[src/rtl/dem_sched_ctrl_if.sv]
// Handshake bundle between the sample source, config master, the scheduler and
// the DEM switching blocks.
interface dem_sched_ctrl_if #(
  parameter int INPUT_WIDTH  = 16,
  parameter int SWITCH_WIDTH = 5
);
  logic                    cfg_valid;
  logic                    cfg_ready;
  logic [1:0]              cfg_mode;
  logic [15:0]             cfg_seed;
  logic                    in_valid;
  logic                    in_ready;
  logic [INPUT_WIDTH-1:0]  x_in;
  logic                    out_valid;
  logic                    out_ready;
  logic [SWITCH_WIDTH-1:0] out_level;
  logic [SWITCH_WIDTH-1:0] s_out;
  logic                    out_sat;

  modport slave (
    input  cfg_valid, cfg_mode, cfg_seed, in_valid, x_in, out_ready,
    output cfg_ready, in_ready, out_valid, out_level, s_out, out_sat
  );

  modport master (
    output cfg_valid, cfg_mode, cfg_seed, in_valid, x_in, out_ready,
    input  cfg_ready, in_ready, out_valid, out_level, s_out, out_sat
  );
endinterface

[src/rtl/dem_sched_ctrl.sv]
// DEM-DAC sample scheduler: quantises samples to unit-element levels and picks
// the element select from a PN, rotation or static schedule.
module dem_sched_ctrl #(
  parameter int          INPUT_WIDTH  = 16,
  parameter int          SWITCH_WIDTH = 5,
  parameter int          SCALE_SHIFT  = 4,
  parameter logic [15:0] DEFAULT_SEED = 16'hACE1
) (
  input  logic              clk,
  input  logic              reset,
  dem_sched_ctrl_if.slave   bus
);
  typedef enum logic [1:0] {IDLE, RUN, DRAIN, LOAD} state_e;

  localparam logic [1:0] MODE_PN     = 2'b00;
  localparam logic [1:0] MODE_ROT    = 2'b01;
  localparam logic [1:0] MODE_STATIC = 2'b10;
  localparam int         LVL_W       = INPUT_WIDTH + 1;
  localparam logic signed [LVL_W-1:0] LVL_OFS = LVL_W'(2**(SWITCH_WIDTH-1));
  localparam logic signed [LVL_W-1:0] LVL_MAX = LVL_W'(2**SWITCH_WIDTH - 1);

  state_e                  state_q, state_d;
  logic [1:0]              mode_q, mode_d;
  logic [15:0]             lfsr_q, lfsr_d;
  logic [SWITCH_WIDTH-1:0] ptr_q, ptr_d;
  logic                    out_valid_q, out_valid_d;
  logic [SWITCH_WIDTH-1:0] out_level_q, out_level_d;
  logic [SWITCH_WIDTH-1:0] s_out_q, s_out_d;
  logic                    out_sat_q, out_sat_d;

  logic signed [LVL_W-1:0] x_ext, t;
  logic [SWITCH_WIDTH-1:0] lvl;
  logic                    sat;
  logic                    in_ready, cfg_ready, in_hs;
  logic [15:0]             lfsr_step, seed_ld;

  assign cfg_ready = (state_q == IDLE) || (state_q == LOAD);
  // A pending config blocks new samples so the drain sees a quiescent pipe.
  assign in_ready  = (state_q == RUN) && !bus.cfg_valid && (!out_valid_q || bus.out_ready);
  assign in_hs     = bus.in_valid && in_ready;
  assign lfsr_step = {lfsr_q[14:0], lfsr_q[15] ^ lfsr_q[13] ^ lfsr_q[12] ^ lfsr_q[10]};
  // An all-zero seed would lock the LFSR.
  assign seed_ld   = (bus.cfg_seed == 16'd0) ? DEFAULT_SEED : bus.cfg_seed;

  always_comb begin
    x_ext = {bus.x_in[INPUT_WIDTH-1], bus.x_in};
    t     = (x_ext >>> SCALE_SHIFT) + LVL_OFS;
    lvl   = t[SWITCH_WIDTH-1:0];
    sat   = 1'b0;
    if (t[LVL_W-1]) begin
      lvl = '0;
      sat = 1'b1;
    end else if (t > LVL_MAX) begin
      lvl = '1;
      sat = 1'b1;
    end
  end

  always_comb begin
    state_d     = state_q;
    mode_d      = mode_q;
    lfsr_d      = lfsr_q;
    ptr_d       = ptr_q;
    out_valid_d = out_valid_q;
    out_level_d = out_level_q;
    s_out_d     = s_out_q;
    out_sat_d   = out_sat_q;

    case (state_q)
      IDLE: if (bus.cfg_valid) begin
        mode_d  = bus.cfg_mode;
        lfsr_d  = seed_ld;
        state_d = RUN;
      end
      RUN:   if (bus.cfg_valid) state_d = DRAIN;
      DRAIN: if (!out_valid_q || bus.out_ready) state_d = LOAD;
      LOAD: begin
        mode_d  = bus.cfg_mode;
        lfsr_d  = seed_ld;
        ptr_d   = '0;
        state_d = RUN;
      end
      default: state_d = IDLE;
    endcase

    // Handshakes only occur in RUN, so schedule updates never collide with loads.
    if (in_hs) begin
      out_valid_d = 1'b1;
      out_level_d = lvl;
      out_sat_d   = sat;
      case (mode_q)
        MODE_PN: begin
          s_out_d = lfsr_q[SWITCH_WIDTH-1:0];
          lfsr_d  = lfsr_step;
        end
        MODE_ROT: begin
          s_out_d = ptr_q;
          ptr_d   = ptr_q + lvl;
        end
        default: s_out_d = '0;
      endcase
    end else if (bus.out_ready) begin
      out_valid_d = 1'b0;
    end
  end

  always_ff @(posedge clk) begin
    if (reset) begin
      state_q     <= IDLE;
      mode_q      <= MODE_STATIC;
      lfsr_q      <= DEFAULT_SEED;
      ptr_q       <= '0;
      out_valid_q <= 1'b0;
      out_level_q <= '0;
      s_out_q     <= '0;
      out_sat_q   <= 1'b0;
    end else begin
      state_q     <= state_d;
      mode_q      <= mode_d;
      lfsr_q      <= lfsr_d;
      ptr_q       <= ptr_d;
      out_valid_q <= out_valid_d;
      out_level_q <= out_level_d;
      s_out_q     <= s_out_d;
      out_sat_q   <= out_sat_d;
    end
  end

  assign bus.cfg_ready = cfg_ready;
  assign bus.in_ready  = in_ready;
  assign bus.out_valid = out_valid_q;
  assign bus.out_level = out_level_q;
  assign bus.s_out     = s_out_q;
  assign bus.out_sat   = out_sat_q;
endmodule

[src/flat_wrapper.sv]
// flat-port wrapper written by rule: the top's interface ports become plain ports
module dem_sched_ctrl_flat 
#(
  parameter int          INPUT_WIDTH  = 16,
  parameter int          SWITCH_WIDTH = 5,
  parameter int          SCALE_SHIFT  = 4,
  parameter logic [15:0] DEFAULT_SEED = 16'hACE1
)
  (clk, reset, bus_cfg_valid, bus_cfg_mode, bus_cfg_seed, bus_in_valid, bus_x_in, bus_out_ready, bus_cfg_ready, bus_in_ready, bus_out_valid, bus_out_level, bus_s_out, bus_out_sat);
  dem_sched_ctrl_if #(.INPUT_WIDTH(INPUT_WIDTH), .SWITCH_WIDTH(SWITCH_WIDTH)) bus_i ();
  input  logic clk;
  input  logic reset;
  input wire logic [$bits(bus_i.cfg_valid)-1:0] bus_cfg_valid;
  input wire logic [$bits(bus_i.cfg_mode)-1:0] bus_cfg_mode;
  input wire logic [$bits(bus_i.cfg_seed)-1:0] bus_cfg_seed;
  input wire logic [$bits(bus_i.in_valid)-1:0] bus_in_valid;
  input wire logic [$bits(bus_i.x_in)-1:0] bus_x_in;
  input wire logic [$bits(bus_i.out_ready)-1:0] bus_out_ready;
  output wire logic [$bits(bus_i.cfg_ready)-1:0] bus_cfg_ready;
  output wire logic [$bits(bus_i.in_ready)-1:0] bus_in_ready;
  output wire logic [$bits(bus_i.out_valid)-1:0] bus_out_valid;
  output wire logic [$bits(bus_i.out_level)-1:0] bus_out_level;
  output wire logic [$bits(bus_i.s_out)-1:0] bus_s_out;
  output wire logic [$bits(bus_i.out_sat)-1:0] bus_out_sat;
  assign bus_i.cfg_valid = bus_cfg_valid;
  assign bus_i.cfg_mode = bus_cfg_mode;
  assign bus_i.cfg_seed = bus_cfg_seed;
  assign bus_i.in_valid = bus_in_valid;
  assign bus_i.x_in = bus_x_in;
  assign bus_i.out_ready = bus_out_ready;
  assign bus_cfg_ready = bus_i.cfg_ready;
  assign bus_in_ready = bus_i.in_ready;
  assign bus_out_valid = bus_i.out_valid;
  assign bus_out_level = bus_i.out_level;
  assign bus_s_out = bus_i.s_out;
  assign bus_out_sat = bus_i.out_sat;
  dem_sched_ctrl #(.INPUT_WIDTH(INPUT_WIDTH), .SWITCH_WIDTH(SWITCH_WIDTH), .SCALE_SHIFT(SCALE_SHIFT), .DEFAULT_SEED(DEFAULT_SEED)) u_core (.clk(clk), .reset(reset), .bus(bus_i));
endmodule
[config.mk]
export PLATFORM = sky130hd
export DESIGN_NAME = dem_sched_ctrl_flat
export DESIGN_NICKNAME = d
export VERILOG_FILES = /design/src/rtl/dem_sched_ctrl_if.sv /design/src/rtl/dem_sched_ctrl.sv /design/src/flat_wrapper.sv
export SDC_FILE = /design/constraint.sdc
export NUM_CORES = 1
export LEC_CHECK = 0
export CORE_ASPECT_RATIO = 1.2
export CORE_MARGIN = 2
export CORE_UTILIZATION = 49
export DETAILED_ROUTE_END_ITERATION = 10
export PLACE_DENSITY = 0.76
export SLEW_MARGIN = 10
export SYNTH_ARGS = -nofsm -noshare
export SYNTH_HDL_FRONTEND = slang
export SYNTH_SLANG_ARGS = --single-unit
[constraint.sdc]
create_clock -name clk -period 4.15 [get_ports clk]
set_input_delay 0.83 -clock clk [delete_from_list [all_inputs] [get_ports clk]]
set_output_delay 0.83 -clock clk [all_outputs]
set_load 0.02 [all_outputs]
==> results of run 1 <==
-- layout make-up --
class                           count  area (um^2)
Tap cell                           56         70.1
Timing Repair Buffer               61          578
Sequential cell                    37          741
Inverter                           14         52.6
Clock inverter                      1         7.51
Fill cell                         376         1410
Clock buffer                        6         82.6
Multi-Input combinational cell    199         1260
-- cells in the final DEF (no fill, tap or decap), drive strengths merged, types with 2 or more instances in the layout --
master / Yosys / routed
nand3: 2 / 2
nor2: 46 / 46
a22oi: 8 / 8
dfxtp: 37 / 37
nor2b: 5 / 5
inv: 14 / 14
xor2: 2 / 2
a21oi: 10 / 10
clkbuf: 9 / 6
a31oi: 4 / 4
buf: 5 / 13
o21ai: 19 / 19
and3: 10 / 10
nor3: 7 / 7
o21bai: 8 / 8
xnor2: 4 / 4
nand2: 15 / 15
a211o: 2 / 2
a211oi: 10 / 10
clkdlybuf4s50: 0 / 48
mux2i: 8 / 8
nor4: 4 / 4
or3: 3 / 3
ha: 10 / 10
nand4: 5 / 5
-- report_power, final --
part / leakage [nW] / switching [W] / internal, W / total, W
combinational: 0.786 / 0.000123 / 0.000129 / 0.000252
clock: 0.0433 / 0.000128 / 0.000131 / 0.000259
sequential: 0.303 / 0.0000292 / 0.000391 / 0.000420
total: 1.13 / 0.000280 / 0.000651 / 0.000930
-- tightest hold or removal path, stage by stage, from the launching register on --
cell and delay, ns:
dfxtp_1 0.33, nand2_1 0.04, o21ai_0 0.05
-- stage by stage --
stage               std cells  power (W)  TNS, ns  util, %
global route              374   0.000985        0     66.5
global placement          367   0.000673  -0.0573     64.2
CTS                       374   0.000933        0     66.3
finish                    374   0.000930        0     66.5
detailed placement        367   0.000679   -0.137     64.2
floorplan                 264   0.000582        0        -
-- worst max-delay path by stage --
stage	startpoint	endpoint	slack [ns]	depth (start not counted)
after floorplan	bus_x_in[8]	u_core.ptr_q[4]	0.61	14
after global placement	bus_x_in[8]	u_core.ptr_q[4]	-0.06	15
after detailed placement	bus_x_in[8]	u_core.ptr_q[4]	-0.14	18
after CTS	bus_x_in[8]	u_core.ptr_q[4]	0.15	18
after global routing	bus_x_in[8]	u_core.ptr_q[4]	0.003	17
final	bus_x_in[9]	u_core.ptr_q[4]	0.27	17
-- state kept, by name (all words and copies together), names as in the netlist --
register              cells
u_core.bus.out_level      5
u_core.bus.out_sat        1
u_core.bus.out_valid      1
u_core.bus.s_out          5
u_core.lfsr_q            16
u_core.mode_q             2
u_core.ptr_q              5
u_core.state_q            2
-- layer usage --
layer	part of all wire, %	track usage [%]
met1	43	24.3
met2	52	40.9
met3	3.7	2.95
met4	1.2	8.70
met5	0	0
-- cells by family after synthesis --
logic type                 Yosys count  share of synthesized area [%]
AOI/OAI and AO/OA                   70                           21.8
xor gates and xnor gates             6                           2.50
adders and majority gates           11                           6.90
buffers and inverters               28                           5.23
DFF                                 37                           35.2
muxes                                9                           4.34
and+or+nand+nor                    103                           24.0
==> results.sh, run 1 <==
export IMPL_status="finished, final reports clean"
export IMPL_final_cell_area_mm2=0.00279
export IMPL_fin_nets=368
export IMPL_yosys_area_top_type_share_pct=35.2
export IMPL_r2r_start="u_core.state_q[1]"
export IMPL_critPathKind="in -> reg"
export IMPL_clk_latency_ns=0.29
export IMPL_relSlewSlack_pct=41.5
export IMPL_clock_skew_ns=0.00568
export IMPL_place_ws_ns=-0.137
export IMPL_finalHoldViolations=0
export IMPL_core_mm2=0.00420
export IMPL_die_w_um=63.8
export IMPL_ir_drop_mv=0.192
export IMPL_cpMostUsedCell="nor2_1"
export IMPL_max_freq_ghz=0.258
export IMPL_drtIter0Drc=91
export IMPL_rsz0062_at_grt="false"
export IMPL_critPathMaxFanout=6
export IMPL_synth_area_top_cells="dfxtp_1, nor2_1, ha_1"
export IMPL_r2r_cells=9
export IMPL_crit_buf_inv=2
export IMPL_arrival_ns=4.05
export IMPL_min_period_over_period_pct=93.4
export IMPL_first_pass_iters=4
export IMPL_tightest_slew_ns=0.877
export IMPL_power_density_mw_per_mm2=334
export IMPL_synth_cells=264
export IMPL_io_pins=53
export IMPL_min_to="u_core.bus.out_level[3]"
export IMPL_async_flop_share_pct=0
export IMPL_critPathMaxStageDelay_ns=0.49
export IMPL_drv_cap=0
export IMPL_fp_dieH_um=75.8
export IMPL_synth_top_area_cell="dfxtp_1"
export IMPL_placed_area_mm2=0.00269
export IMPL_cts_max_level=2
export IMPL_synthTopCellsByCount="nor2_1, dfxtp_1, o21ai_0"
export IMPL_dp_hpwl_mm=3.72
export IMPL_wire_per_inst_um=12.9
export IMPL_holdPathStages=2
export IMPL_synth_nets=314
export IMPL_ys_flop_type="dfxtp_1"
export IMPL_vias=1994
export IMPL_setup_viol=0
export IMPL_critPathCaptureType="register"
export IMPL_fp_row_count=26
export IMPL_antenna_cells=0
export IMPL_dieArea_mm2=0.00483
export IMPL_rrSetupSlack_ns=1.71
export IMPL_initial_core_util_pct=50.1
export IMPL_yosysMostFrequentCell="nor2_1"
export IMPL_grt_first_pass_wirelength_mm=8.25
export IMPL_cts_buffers=5
export IMPL_clock_sinks=37
export IMPL_holdBufCountCts=0
export IMPL_start_kind="input pin"
export IMPL_cts_resized=0
export IMPL_cts_tree="built"
export IMPL_cp_top_family="simple AND/OR/NAND/NOR gates"
export IMPL_period_needed_ns=3.88
export IMPL_cts_root_buffer="clkbuf_8"
export IMPL_grt_pass1_vias=1956
export IMPL_grtUsageTotal_pct=21.5
export IMPL_wirelength_mm=4.81
export IMPL_postRouteAntennaNets=0
export IMPL_synth_seq_cells=37
export IMPL_synth_yosys_seq_area_share_pct=35.2
export IMPL_synth_edf_count=0
export IMPL_yosys_warnings=0
export IMPL_synth_cell_types=45
export IMPL_gp_congestion=0.766
export IMPL_slew_viol_final=0
export IMPL_antenna_found_initial=0
export IMPL_grt_ovfl_total=0
export IMPL_post_cts_setup_buffers=0
export IMPL_crit_required_ns=4.33
export IMPL_clk_pin_slew_ns=0.08
export IMPL_io_buffers=48
export IMPL_synth_area_per_cell_um2=7.97
export IMPL_viasPerCell=5.33
export IMPL_r2r_end="u_core.lfsr_q[6]"
export IMPL_drive_gt1_share_pct=7.55
export IMPL_cp_slowest_cell="clkdlybuf4s50_1"
export IMPL_synth_area_mm2=0.00210
export IMPL_grt_max_degree=33
export IMPL_hold_path_startpoint="u_core.bus.out_level[3]"
export IMPL_crit_chain="clkdlybuf4s50_1 -> ha_1 -> nand4_1 -> nor2_1 -> xnor2_1 -> nand4_4 -> nor2_1 -> nor2_1 -> ha_1 -> inv_1 -> fa_1 -> nor2b_1 -> o21ai_0 -> nor3b_2 -> o211a_1 -> mux2_1 -> a211o_1"
export IMPL_hold_path_class="reg -> reg"
export IMPL_holdWs_ns=0.457
export IMPL_clockBufferDepth=2
export IMPL_area_growth_pct=32.6
export IMPL_p_leak_nw=1.13
export IMPL_fin_ws_ns=0.274
export IMPL_route_detailed_drc=0
(Power assumes the default switching activity.)
==> inputs of run 2 (changes only) <==
--- a/config.mk
+++ b/config.mk
@@ -5,7 +5,6 @@
 export SDC_FILE = /design/constraint.sdc
 export NUM_CORES = 1
 export LEC_CHECK = 0
-export CORE_ASPECT_RATIO = 1.2
 export CORE_MARGIN = 2
 export CORE_UTILIZATION = 49
 export DETAILED_ROUTE_END_ITERATION = 10
==> results.sh, run 2 (synthesis gave the netlist of run 1 again) <==
export IMPL_dp_hpwl_mm=3.58
export IMPL_clock_skew_ns=0.00696
export IMPL_grt_ovfl_total=0
export IMPL_clk_latency_ns=0.29
export IMPL_largest_register_ffs=16
export IMPL_crit_required_ns=4.34
export IMPL_clockBufferDepth=2
export IMPL_drv_cap=0
export IMPL_cts_resized=0
export IMPL_area_growth_pct=32.2
export IMPL_critPathKind="in -> reg"
export IMPL_postRouteAntennaNets=0
export IMPL_first_pass_iters=4
export IMPL_core_mm2=0.00406
export IMPL_holdWs_ns=0.458
export IMPL_relSlewSlack_pct=39.3
export IMPL_io_pins=53
export IMPL_fp_dieH_um=69.5
export IMPL_route_detailed_drc=0
export IMPL_grt_max_degree=35
export IMPL_status="finished, final reports clean"
export IMPL_dieArea_mm2=0.00483
export IMPL_power_density_mw_per_mm2=355
export IMPL_holdBufCountCts=0
export IMPL_start_kind="input pin"
export IMPL_dp_cells=358
export IMPL_final_cell_mix="clkdlybuf4s50_1, nor2_1, dfxtp_1"
export IMPL_arrival_ns=4.14
export IMPL_finalHoldViolations=0
export IMPL_die_w_um=69.5
export IMPL_antenna_cells=0
export IMPL_setup_tns_ns=0
export IMPL_grt_first_pass_wirelength_mm=8.31
export IMPL_cts_buffers=5
export IMPL_layout_commonest_cell="clkdlybuf4s50_1"
export IMPL_drtIter0Drc=87
export IMPL_clock_sinks=37
export IMPL_cts_tree="built"
export IMPL_clk_pin_slew_ns=0.08
export IMPL_gp_congestion=0.759
export IMPL_ir_drop_mv=0.208
export IMPL_setup_viol=0
export IMPL_max_freq_ghz=0.253
export IMPL_fp_row_count=23
export IMPL_io_buffers=48
export IMPL_wire_per_inst_um=13.2
export IMPL_critPathCaptureType="register"
export IMPL_place_ws_ns=-0.238
export IMPL_hold_path_class="reg -> reg"
export IMPL_finalPower_w=0.000987
export IMPL_cts_root_buffer="clkbuf_8"
export IMPL_fin_nets=365
export IMPL_fin_ws_ns=0.198
export IMPL_viasPerCell=5.51
export IMPL_post_cts_setup_buffers=0
export IMPL_grt_pass1_vias=1936
export IMPL_critPathMaxFanout=5
export IMPL_antenna_found_initial=0
export IMPL_wirelength_mm=4.83
export IMPL_slew_viol_final=0
export IMPL_rrSetupSlack_ns=1.67
export IMPL_initial_core_util_pct=51.8
export IMPL_final_cells=366
export IMPL_cts_max_level=2
export IMPL_vias=2017
export IMPL_period_needed_ns=3.95
export IMPL_top_register="u_core.lfsr_q"
export IMPL_tightest_slew_ns=0.911
export IMPL_p_leak_nw=1.13
export IMPL_drive_gt1_share_pct=6.65
export IMPL_grtUsageTotal_pct=20.6
export IMPL_min_period_over_period_pct=95.2
## run 2: final timing paths
path	from	end	depth (start not counted)
min reg2reg	u_core.bus.out_level[0]	u_core.bus.out_level[0]	2
max reg2reg	u_core.state_q[1]	u_core.lfsr_q[11]	9
min	u_core.bus.out_level[0]	u_core.bus.out_level[0]	2
max	bus_x_in[9]	u_core.ptr_q[4]	15
## run 2: report_power, final
group | internal (W) | switching, W | total [W]
clock | 0.000181 | 0.000138 | 0.000318
sequential | 0.000391 | 0.0000296 | 0.000420
combinational | 0.000127 | 0.000122 | 0.000249
total | 0.000698 | 0.000289 | 0.000987
## run 2: cell type report
class,instances,area [um^2]
inverter,14,52.6
tap,50,62.6
fill,361,1280
multi-input combinational,199,1260
timing repair buffer,58,556
clock inverter,2,38.8
clock buffer,6,72.6
sequential,37,741
## run 2: worst max-delay path, stage by stage
cell and delay, ns:
clkdlybuf4s50_1 0.48, ha_1 0.20, nand4_1 0.19, nor2_1 0.16, xnor2_1 0.18, nand4_4 0.15
buf_4 0.18, o21ai_0 0.31, fa_1 0.27, nor2b_1 0.06, o21ai_0 0.22, nor3b_2 0.32
nor4b_1 0.08, mux2_1 0.29, a211o_1 0.22
## run 2: through the flow
step	cell area (um^2)	util (%)
floorplan	2100	-
global placement	2660	65.6
detailed placement	2660	65.6
CTS	2780	68.4
global route	2780	68.5
finish	2780	68.5
## run 2: metal layers
layer | vias to the layer above | global-route usage, % | wire [um]
met1 | 918 | 25.7 | 2310
met5 | - | 0 | 0
met3 | 8 | 4.36 | 211
met4 | 0 | 6.97 | 74
met2 | 50 | 35.3 | 2240
li1 | 1041 | - | -
